$ cat config.mk
export PLATFORM = sky130hd
export DESIGN_NAME = alu_mem_ctrl
export DESIGN_NICKNAME = d
export VERILOG_FILES = /design/src/rtl/alu_mem_ctrl.sv
export SDC_FILE = /design/constraint.sdc
export NUM_CORES = 1
export LEC_CHECK = 0
export CORE_ASPECT_RATIO = 0.8
export CORE_UTILIZATION = 45
export DETAILED_ROUTE_END_ITERATION = 16
export PLACE_DENSITY = 0.78
export SLEW_MARGIN = 20
export SYNTH_ARGS = -nofsm -noshare
export SYNTH_HDL_FRONTEND = slang
export SYNTH_SLANG_ARGS = --single-unit
$ cat constraint.sdc
create_clock -name clk -period 3.3 [get_ports clk]
set_input_delay 0.33 -clock clk [delete_from_list [all_inputs] [get_ports clk]]
set_output_delay 0.33 -clock clk [all_outputs]
set_load 0.01 [all_outputs]
$ cat src/rtl/alu_mem_ctrl.sv
// rtl/alu_mem_ctrl.sv - bus-master sequencer driving the ALU/memory slave register port
// Writes A/B/opcode, polls status until done or timeout, returns the result on a response handshake.
module alu_mem_ctrl #(
    parameter int ADDR_WIDTH = 2,
    parameter int DATA_WIDTH = 8,
    parameter int RES_WIDTH  = 16,
    parameter int TIMEOUT    = 15
) (
    input  logic                  clk,
    input  logic                  reset,
    input  logic                  cmd_valid,
    output logic                  cmd_ready,
    input  logic [DATA_WIDTH-1:0] cmd_a,
    input  logic [DATA_WIDTH-1:0] cmd_b,
    input  logic [DATA_WIDTH-1:0] cmd_op,
    output logic                  rsp_valid,
    input  logic                  rsp_ready,
    output logic [RES_WIDTH-1:0]  rsp_data,
    output logic                  rsp_err,
    output logic                  busy,
    output logic [ADDR_WIDTH-1:0] addr,
    output logic [DATA_WIDTH-1:0] wr_data,
    output logic                  rd_wr,
    output logic                  enable,
    input  logic [DATA_WIDTH-1:0] rd_data,
    input  logic [RES_WIDTH-1:0]  res_out
);

    typedef enum logic [2:0] {
        S_IDLE,
        S_WR_A,
        S_WR_B,
        S_WR_OP,
        S_RD_REQ,
        S_RD_WAIT,
        S_RESP
    } state_t;

    localparam logic [7:0] POLL_LIMIT = 8'(TIMEOUT);

    state_t                state_q, state_d;
    logic [DATA_WIDTH-1:0] b_q, b_d;
    logic [DATA_WIDTH-1:0] op_q, op_d;
    logic [7:0]            poll_q, poll_d;
    logic [RES_WIDTH-1:0]  rsp_data_q, rsp_data_d;
    logic                  rsp_err_q, rsp_err_d;
    logic                  rsp_valid_q, rsp_valid_d;
    logic                  cmd_ready_q, cmd_ready_d;
    logic                  busy_q, busy_d;
    logic [ADDR_WIDTH-1:0] addr_q, addr_d;
    logic [DATA_WIDTH-1:0] wr_data_q, wr_data_d;
    logic                  rd_wr_q, rd_wr_d;
    logic                  enable_q, enable_d;

    // Only the done flag of the status register carries meaning.
    logic unused_rd_bits;
    assign unused_rd_bits = ^rd_data[DATA_WIDTH-1:1];

    always_comb begin
        state_d     = state_q;
        b_d         = b_q;
        op_d        = op_q;
        poll_d      = poll_q;
        rsp_data_d  = rsp_data_q;
        rsp_err_d   = rsp_err_q;
        rsp_valid_d = rsp_valid_q;

        case (state_q)
            S_IDLE: begin
                if (cmd_valid && cmd_ready_q) begin
                    b_d     = cmd_b;
                    op_d    = cmd_op;
                    state_d = S_WR_A;
                end
            end
            S_WR_A:  state_d = S_WR_B;
            S_WR_B:  state_d = S_WR_OP;
            S_WR_OP: begin
                poll_d  = 8'd0;
                state_d = S_RD_REQ;
            end
            S_RD_REQ: begin
                poll_d  = poll_q + 8'd1;
                state_d = S_RD_WAIT;
            end
            S_RD_WAIT: begin
                if (rd_data[0]) begin
                    rsp_data_d  = res_out;
                    rsp_err_d   = 1'b0;
                    rsp_valid_d = 1'b1;
                    state_d     = S_RESP;
                end else if (poll_q == POLL_LIMIT) begin
                    rsp_data_d  = '0;
                    rsp_err_d   = 1'b1;
                    rsp_valid_d = 1'b1;
                    state_d     = S_RESP;
                end else begin
                    state_d = S_RD_REQ;
                end
            end
            S_RESP: begin
                if (rsp_ready) begin
                    rsp_valid_d = 1'b0;
                    rsp_data_d  = '0;
                    rsp_err_d   = 1'b0;
                    state_d     = S_IDLE;
                end
            end
            default: state_d = S_IDLE;
        endcase
    end

    // Bus and status outputs are decoded from the next state so they are flop outputs
    // aligned with the state that owns them. A goes straight from cmd_a into wr_data.
    always_comb begin
        addr_d    = '0;
        wr_data_d = '0;
        rd_wr_d   = 1'b0;
        enable_d  = 1'b0;
        case (state_d)
            S_WR_A: begin
                enable_d  = 1'b1;
                addr_d    = ADDR_WIDTH'(0);
                wr_data_d = cmd_a;
            end
            S_WR_B: begin
                enable_d  = 1'b1;
                addr_d    = ADDR_WIDTH'(1);
                wr_data_d = b_q;
            end
            S_WR_OP: begin
                enable_d  = 1'b1;
                addr_d    = ADDR_WIDTH'(2);
                wr_data_d = op_q;
            end
            S_RD_REQ: begin
                enable_d = 1'b1;
                rd_wr_d  = 1'b1;
                addr_d   = ADDR_WIDTH'(3);
            end
            default: ;
        endcase
        cmd_ready_d = (state_d == S_IDLE);
        busy_d      = (state_d != S_IDLE);
    end

    always_ff @(posedge clk or negedge reset) begin
        if (!reset) begin
            state_q     <= S_IDLE;
            b_q         <= '0;
            op_q        <= '0;
            poll_q      <= '0;
            rsp_data_q  <= '0;
            rsp_err_q   <= 1'b0;
            rsp_valid_q <= 1'b0;
            cmd_ready_q <= 1'b0;
            busy_q      <= 1'b0;
            addr_q      <= '0;
            wr_data_q   <= '0;
            rd_wr_q     <= 1'b0;
            enable_q    <= 1'b0;
        end else begin
            state_q     <= state_d;
            b_q         <= b_d;
            op_q        <= op_d;
            poll_q      <= poll_d;
            rsp_data_q  <= rsp_data_d;
            rsp_err_q   <= rsp_err_d;
            rsp_valid_q <= rsp_valid_d;
            cmd_ready_q <= cmd_ready_d;
            busy_q      <= busy_d;
            addr_q      <= addr_d;
            wr_data_q   <= wr_data_d;
            rd_wr_q     <= rd_wr_d;
            enable_q    <= enable_d;
        end
    end

    assign cmd_ready = cmd_ready_q;
    assign rsp_valid = rsp_valid_q;
    assign rsp_data  = rsp_data_q;
    assign rsp_err   = rsp_err_q;
    assign busy      = busy_q;
    assign addr      = addr_q;
    assign wr_data   = wr_data_q;
    assign rd_wr     = rd_wr_q;
    assign enable    = enable_q;

endmodule
==> insert_results.sql, run 1 <==
INSERT INTO impl_metrics (metric_group, metric, value, unit) VALUES
('setup_path', 'cp_cell_sequence', 'nand4b_2, o211ai_4, o21ai_0', ''),
('finish', 'final_nets', '355', ''),
('sta', 'finalMaxSlewViolations', '0', ''),
('global_routing', 'antenna_found_initial', '0', ''),
('yosys', 'synth.cell_area', '2684', 'sq um'),
('setup_path', 'timing.critical_path.fanout_max', '19', ''),
('global_routing', 'grt_max_degree', '38', ''),
('sta', 'max-slew-margin-rel', '0.3630', ''),
('routing', 'dr_total_vias', '2065', ''),
('routing', 'drt_pre_antenna_iters', '4', ''),
('min_path', 'hold_path.class', 'primary input to async pin', ''),
('pwr', 'combPwrFrac', '0.374', ''),
('yosys', 'netlist-cell-type-count', '43', ''),
('placed_design', 'detailed_place_hpwl', '3955', 'um'),
('pwr', 'p_int', '2116', 'uW'),
('sta', 'rsz_0062_raised_after_global_routing', 'no', ''),
('placed_design', 'gpl.final_weighted_congestion', '0.7674', ''),
('sta', 'finalWorstPathRequiredPeriod', '1.941', 'ns'),
('cts', 'cts_hold_buf', '0', ''),
('sta', 'setup_total_negative_slack', '0', 'ns'),
('finish', 'antenna_cells', '0', ''),
('routing', 'drt-initial-drc-count', '117', ''),
('die', 'core-area', '5585', 'sq um'),
('routing', 'postRouteWirelength', '5961', 'um'),
('sta', 'clock_skew', '0.01126', 'ns'),
('routing', 'post_route_drc_violation_count', '0', ''),
('sta', 'transition_at_the_pin_with_the_smallest_max_transition_slack', '0.9535', 'ns'),
('placed_design', 'portBuffers', '76', ''),
('outcome', 'run_status', 'complete, no violations', ''),
('cts', 'post_cts.resized_instances', '0', ''),
('routing', 'vias_per_cell', '5.364', ''),
('setup_path', 'critPathLaunchType', 'register', ''),
('die', 'design.die.area', '6279', 'sq um'),
('die', 'dieWidth', '88.34', 'um'),
('pwr', 'power_frac_clock', '0.227', ''),
('setup_path', 'buf_inv_on_cp', '0', ''),
('pwr', 'power-per-cell-area', '844.4', 'nW/um^2'),
('cts', 'ctsHtreeMaxLevel', '3', ''),
('yosys', 'synth_edf_count', '0', ''),
('yosys', 'syn-instance-count', '226', ''),
('yosys', 'yosys_most_used_dff', 'dfrtp_1', ''),
('yosys', 'synth.ff_latch_count', '59', ''),
('finish', 'layout-area-overhead-vs-synth', '37.25', '%'),
('finish', 'drive_gt1_frac', '0.1270', ''),
('sta', 'timing.final.crit_share', '0.5881', ''),
('placed_design', 'post_detailed_placement_cell_area', '3475', 'sq um'),
('cts', 'clkSinkCount', '59', ''),
('yosys', 'synthesis.area_per_instance', '11.88', 'sq um'),
('global_routing', 'grt_first_pass_wirelength', '9384', 'um'),
('run', 'drv_cap', '0', ''),
('setup_path', 'critical_path_arrival', '2.15', 'ns'),
('cts', 'cts_inserted_buffers', '9', ''),
('pwr', 'netSwitchingFraction', '0.3197', ''),
('setup_path', 'critical-path-top-delay-family', 'flip-flops', ''),
('global_routing', 'sum_of_overflow_across_all_layers_after_global_routing', '0', ''),
('die', 'floorplan.die.height', '71.08', 'um'),
('setup_path', 'crit_path_max_incr_delay', '0.66', 'ns'),
('pwr', 'seq_power_share', '0.400', ''),
('sta', 'timing.fmax', '515.3', 'MHz'),
('setup_path', 'setup_cp_type', 'register to register', ''),
('pwr', 'worst_ir_drop_vdd', '0.0003196', 'V'),
('global_routing', 'globalRouteTotalUtil', '0.2052', ''),
('sta', 'finalSetupViolations', '0', ''),
('die', 'initial_utilization', '0.4805', ''),
('cts', 'clock_path_buffers', '2', ''),
('yosys', 'asyncSetResetFlopFracSynth', '1.000', ''),
('pwr', 'power.static_leakage', '0.001630', 'uW'),
('yosys', 'seq_area_frac_synth', '0.5501', ''),
('yosys', 'postSynthNetCount', '279', ''),
('die', 'ios', '84', ''),
('routing', 'post_drt_wl_per_cell', '15.48', 'um'),
('yosys', 'yosys_warnings', '0', ''),
('cts', 'post-cts-setup-buffers', '0', ''),
('sta', 'hold_viol_final', '0', ''),
('setup_path', 'cp_slowest_cell', 'dfrtp_1', ''),
('cts', 'insertion_delay', '0.34', 'ns'),
('cts', 'cts_root_buffer', 'clkbuf_8', ''),
('finish', 'final_cell_area', '3684', 'sq um'),
('setup_path', 'timing.critical_path.to_type', 'register', ''),
('routing', 'detail-route-antenna-nets', '0', ''),
('cts', 'tritoncts_clock_tree', 'yes', ''),
('global_routing', 'first_global_vias', '1959', ''),
('pwr', 'net-switching-power', '994.2', 'uW'),
('cts', 'cts_clk_pin_slew_worst_paths', '0.07', 'ns'),
('setup_path', 'worst-endpoint-required', '3.51', 'ns'),
('die', 'row_count', '24', '');
-- state kept, by name, summed over array words and instances, names as in the netlist --
register,count
cmd_ready,1
rsp_valid,1
rsp_err,1
op_q,8
wr_data,8
b_q,8
rsp_data,16
state_q,3
poll_q,8
addr,2
rd_wr,1
busy,1
enable,1
-- Yosys cell counts (all sizes together), types with 2 or more instances --
| cell | instances | area share |
|---|---|---|
| buf | 10 | 0.026 |
| nand2b | 2 | 0.0047 |
| o21a | 2 | 0.0056 |
| a221o | 8 | 0.030 |
| nand2 | 10 | 0.014 |
| clkbuf | 4 | 0.0056 |
| nand4 | 2 | 0.0047 |
| a32oi | 16 | 0.052 |
| inv | 19 | 0.027 |
| or3 | 2 | 0.0047 |
| nor3b | 2 | 0.0056 |
| mux2i | 2 | 0.0075 |
| nand3 | 3 | 0.0056 |
| nand3b | 2 | 0.0056 |
| nor4 | 2 | 0.016 |
| dfrtp | 59 | 0.55 |
| o211ai | 2 | 0.011 |
| a21oi | 6 | 0.011 |
| o22ai | 2 | 0.0047 |
| mux2 | 16 | 0.080 |
| and2 | 8 | 0.019 |
| nor2 | 5 | 0.0070 |
| nor2b | 3 | 0.0070 |
| o21ai | 24 | 0.045 |
-- per-layer routing --
layer	track usage	share of wire	vias up	routed length, um
li1	-	-	986	-
met1	0.2623	0.45	991	2670
met2	0.2949	0.44	78	2630
met3	0.1062	0.095	10	567
met4	0.08065	0.016	0	93
met5	0	0	-	0
-- power groups by stage --
stage / Combinational [uW] / Sequential, uW / Clock (uW)
after floorplan: 674 / 1240 / 0
after global placement: 1130 / 1230 / 0
after detailed placement: 1170 / 1250 / 0
after CTS: 1170 / 1240 / 726
after global routing: 1280 / 1280 / 752
final: 1160 / 1240 / 705
-- worst paths after layout --
kind | start | to | slack, ns | cells after the start
worst max register to register | state_q[1] | rsp_data[11] | 1.36 | 3
worst max-delay path | state_q[1] | rsp_data[11] | 1.36 | 3
worst min register to register | poll_q[7] | poll_q[7] | 0.49 | 1
max in group asynchronous | reset | op_q[1] | 2.41 | 2
min in group clk | poll_q[7] | poll_q[7] | 0.49 | 1
worst min-delay path | reset | rsp_data[14] | 0.07 | 1
-- final cells by class --
class,instances,area (sq um)
sequential,59,1476
inverter,19,71.32
fill,464,1902
clock buffer,11,131.4
clock inverter,5,77.57
tap,78,97.59
timing repair buffer,79,778.2
multi-input combinational,134,1051
-- cells in the final DEF, fill, tap and decap left out, types with 5 or more instances in the layout --
cell              n
clkbuf_8          9
inv_1            19
mux2_2            7
nor2_1            5
o21ai_0          24
mux2_4            9
clkdlybuf4s50_1  75
a32oi_1          16
nand2_1          10
dfrtp_1          59
and2_1            8
a221o_1           8
a21oi_1           6
-- metrics by stage --
step	total power, uW	std cells	hold WS [ns]	setup slack, ns	util
global route	3307	385	0.1452	1.191	0.6595
detailed placement	2413	369	0.4654	1.204	0.6221
CTS	3138	385	0.08930	1.354	0.6595
finish	3110	385	0.07410	1.359	0.6595
floorplan	1918	226	0.03441	1.686	-
global placement	2367	369	0.4627	1.183	0.6221
-- cell families after synthesis --
family / share of synthesized area
buffers and inverters: 0.05827
and+or+nand+nor: 0.1124
DFF: 0.5501
AOI/OAI and AO/OA: 0.1874
muxes: 0.08718
adders and majority gates: 0.004661
No activity file was read; power rests on OpenSTA's default activity.
==> run 2: changes to the inputs <==
clock period = 1.8 ns   (was 3.3 ns; I/O delays follow)
==> run 2 against run 1 <==
  * Non-clock buffer count rose by 14
  * Maximum frequency rose by 16%
  * Largest cell class unchanged
  * Critical path type unchanged
  * Routed wire length about the same
  * Largest power group is now combinational logic
  * Clock skew shrank 0.0055 ns
==> insert_results.sql, run 2 (synthesis gave the netlist of run 1 again) <==
INSERT INTO impl_metrics (metric_group, metric, value, unit) VALUES
('setup_path', 'critPathLaunchType', 'register', ''),
('routing', 'dr_total_vias', '2069', ''),
('global_routing', 'antenna_found_initial', '0', ''),
('sta', 'timing.final.crit_share', '0.9267', ''),
('setup_path', 'timing.critical_path.fanout_max', '19', ''),
('outcome', 'run_status', 'complete, no violations', ''),
('setup_path', 'worst-endpoint-required', '2.04', 'ns'),
('pwr', 'worst_ir_drop_vdd', '0.0006641', 'V'),
('setup_path', 'timing.critical_path.to_type', 'register', ''),
('sta', 'finalSetupViolations', '0', ''),
('cts', 'clkSinkCount', '59', ''),
('cts', 'cts_clk_pin_slew_worst_paths', '0.06', 'ns'),
('cts', 'insertion_delay', '0.34', 'ns'),
('routing', 'route.top_layer_used', 'met4', ''),
('routing', 'drt-initial-drc-count', '139', ''),
('pwr', 'power-per-cell-area', '1479', 'nW/um^2'),
('routing', 'drt_pre_antenna_iters', '4', ''),
('die', 'row_count', '24', ''),
('sta', 'rsz_0062_raised_after_global_routing', 'no', ''),
('die', 'initial_utilization', '0.4805', ''),
('sta', 'hold_viol_final', '0', ''),
('finish', 'final_nets', '369', ''),
('sta', 'setup_total_negative_slack', '0', 'ns'),
('cts', 'cts_inserted_buffers', '9', ''),
('placed_design', 'post_detailed_placement_cell_area', '3577', 'sq um'),
('finish', 'drive_gt1_frac', '0.1625', ''),
('pwr', 'power.static_leakage', '0.001687', 'uW'),
('die', 'ios', '84', ''),
('global_routing', 'globalRouteTotalUtil', '0.2143', ''),
('routing', 'post_drt_wl_per_cell', '14.99', 'um'),
('cts', 'ctsHtreeMaxLevel', '3', ''),
('placed_design', 'dp.cells', '381', ''),
('finish', 'final_cell_area', '3769', 'sq um'),
('sta', 'max-slew-margin-rel', '0.5732', ''),
('sta', 'finalMaxSlewViolations', '0', ''),
('placed_design', 'gpl.final_weighted_congestion', '0.7585', ''),
('finish', 'nFillCells', '445', ''),
('routing', 'sum_of_met2_wire_segment_lengths_after_detailed_routing', '2675', 'um'),
('global_routing', 'grt_max_degree', '27', ''),
('sta', 'clock_skew', '0.005771', 'ns'),
('setup_path', 'setup_cp_type', 'register to register', ''),
('routing', 'vias_per_cell', '5.198', ''),
('sta', 'timing.fmax', '599.5', 'MHz'),
('cts', 'tritoncts_clock_tree', 'yes', ''),
('routing', 'met3RoutedLength', '596', 'um'),
('global_routing', 'sum_of_overflow_across_all_layers_after_global_routing', '0', ''),
('cts', 'clock_path_buffers', '2', ''),
('finish', 'layout-area-overhead-vs-synth', '40.42', '%'),
('run', 'drv_cap', '0', ''),
('sta', 'transition_at_the_pin_with_the_smallest_max_transition_slack', '0.6379', 'ns'),
('placed_design', 'detailed_place_hpwl', '4214', 'um'),
('die', 'dieWidth', '88.34', 'um'),
('die', 'design.die.area', '6279', 'sq um'),
('finish', 'layoutNonFillerInstCount', '398', ''),
('setup_path', 'critical_path_arrival', '1.91', 'ns'),
('finish', 'antenna_cells', '0', ''),
('routing', 'postRouteWirelength', '5966', 'um'),
('sta', 'finalWorstPathRequiredPeriod', '1.668', 'ns'),
('finish', 'final_cell_mix', 'clkdlybuf4s50_1, dfrtp_1, o21ai_0', ''),
('finish', 'final_common_cell', 'clkdlybuf4s50_1', ''),
('min_path', 'hold_path.class', 'primary input to async pin', ''),
('finish', 'max_ffs_per_register', '16', ''),
('routing', 'post_route_drc_violation_count', '0', ''),
('global_routing', 'first_global_vias', '2053', ''),
('routing', 'detail-route-antenna-nets', '0', ''),
('cts', 'cts_root_buffer', 'clkbuf_8', ''),
('die', 'core-area', '5585', 'sq um'),
('placed_design', 'portBuffers', '76', ''),
('routing', 'drt-met1-wl', '2643', 'um'),
('global_routing', 'grt_first_pass_wirelength', '9894', 'um'),
('die', 'floorplan.die.height', '71.08', 'um');
## run 2: power by group
group	internal (uW)	switching [uW]	leakage (uW)
clock network	522	483	0.0000860
registers	1860	352	0.000695
logic	1380	980	0.000906
## run 2: worst max-delay path, cell delays in order (launching register included)
cell and delay (ns):
dfrtp_1 0.52, buf_4 0.21, nand4b_2 0.12, buf_4 0.26
o211ai_4 0.12, buf_12 0.15, o21ai_0 0.18
## run 2: area by class of cell
class	count	area, sq um	area share
Multi-Input combinational cell	134	1052	0.2792
Inverter	19	71.32	0.01892
Clock inverter	3	15.01	0.003984
Sequential cell	59	1476	0.3918
Tap cell	78	97.59	0.02590
Timing Repair Buffer	93	910.9	0.2417
Clock buffer	12	145.1	0.03851
## run 2: timing repair
action	4_1_cts	5_1_grt
hold endpoints to repair	23	0
setup endpoints to repair	0	5
buffers inserted	0	1
resized for setup	0	1
hold buffers	1	0
## run 2: path summary, 6_finish.rpt
| path | start | endpoint | slack, ns | cells after the start |
|---|---|---|---|---|
| worst max-delay path | state_q[0] | rsp_data[6] | 0.13 | 6 |
| worst min-delay path | reset | op_q[6] | 0.40 | 2 |
| worst max register to register | state_q[0] | rsp_data[6] | 0.13 | 6 |
| worst min register to register | rsp_valid | rsp_valid | 0.48 | 2 |
| max in group asynchronous | reset | rsp_valid | 0.76 | 3 |
| min in group clk | res_out[9] | rsp_data[9] | 0.45 | 3 |
## run 2: routing by layer
| layer | vias up | GRT usage |
|---|---|---|
| met4 | 0 | 0.05556 |
| met3 | 6 | 0.1120 |
| met5 | - | 0 |
| li1 | 1018 | - |
| met1 | 976 | 0.2776 |
| met2 | 69 | 0.3171 |
## run 2: per-stage QoR
| step | hold slack [ns] | total power (uW) | util | worst slack (ns) |
|---|---|---|---|---|
| after detailed placement | 0.2094 | 4591 | 0.6405 | 0.1005 |
| after floorplan | -0.1156 | 3516 | - | 0.1860 |
| after global placement | 0.2080 | 4491 | 0.6405 | 0.1547 |
| after global routing | 0.4358 | 5994 | 0.6747 | 0.02144 |
| after CTS | 0.3965 | 5617 | 0.6709 | 0.1090 |
| final | 0.4017 | 5575 | 0.6747 | 0.1320 |
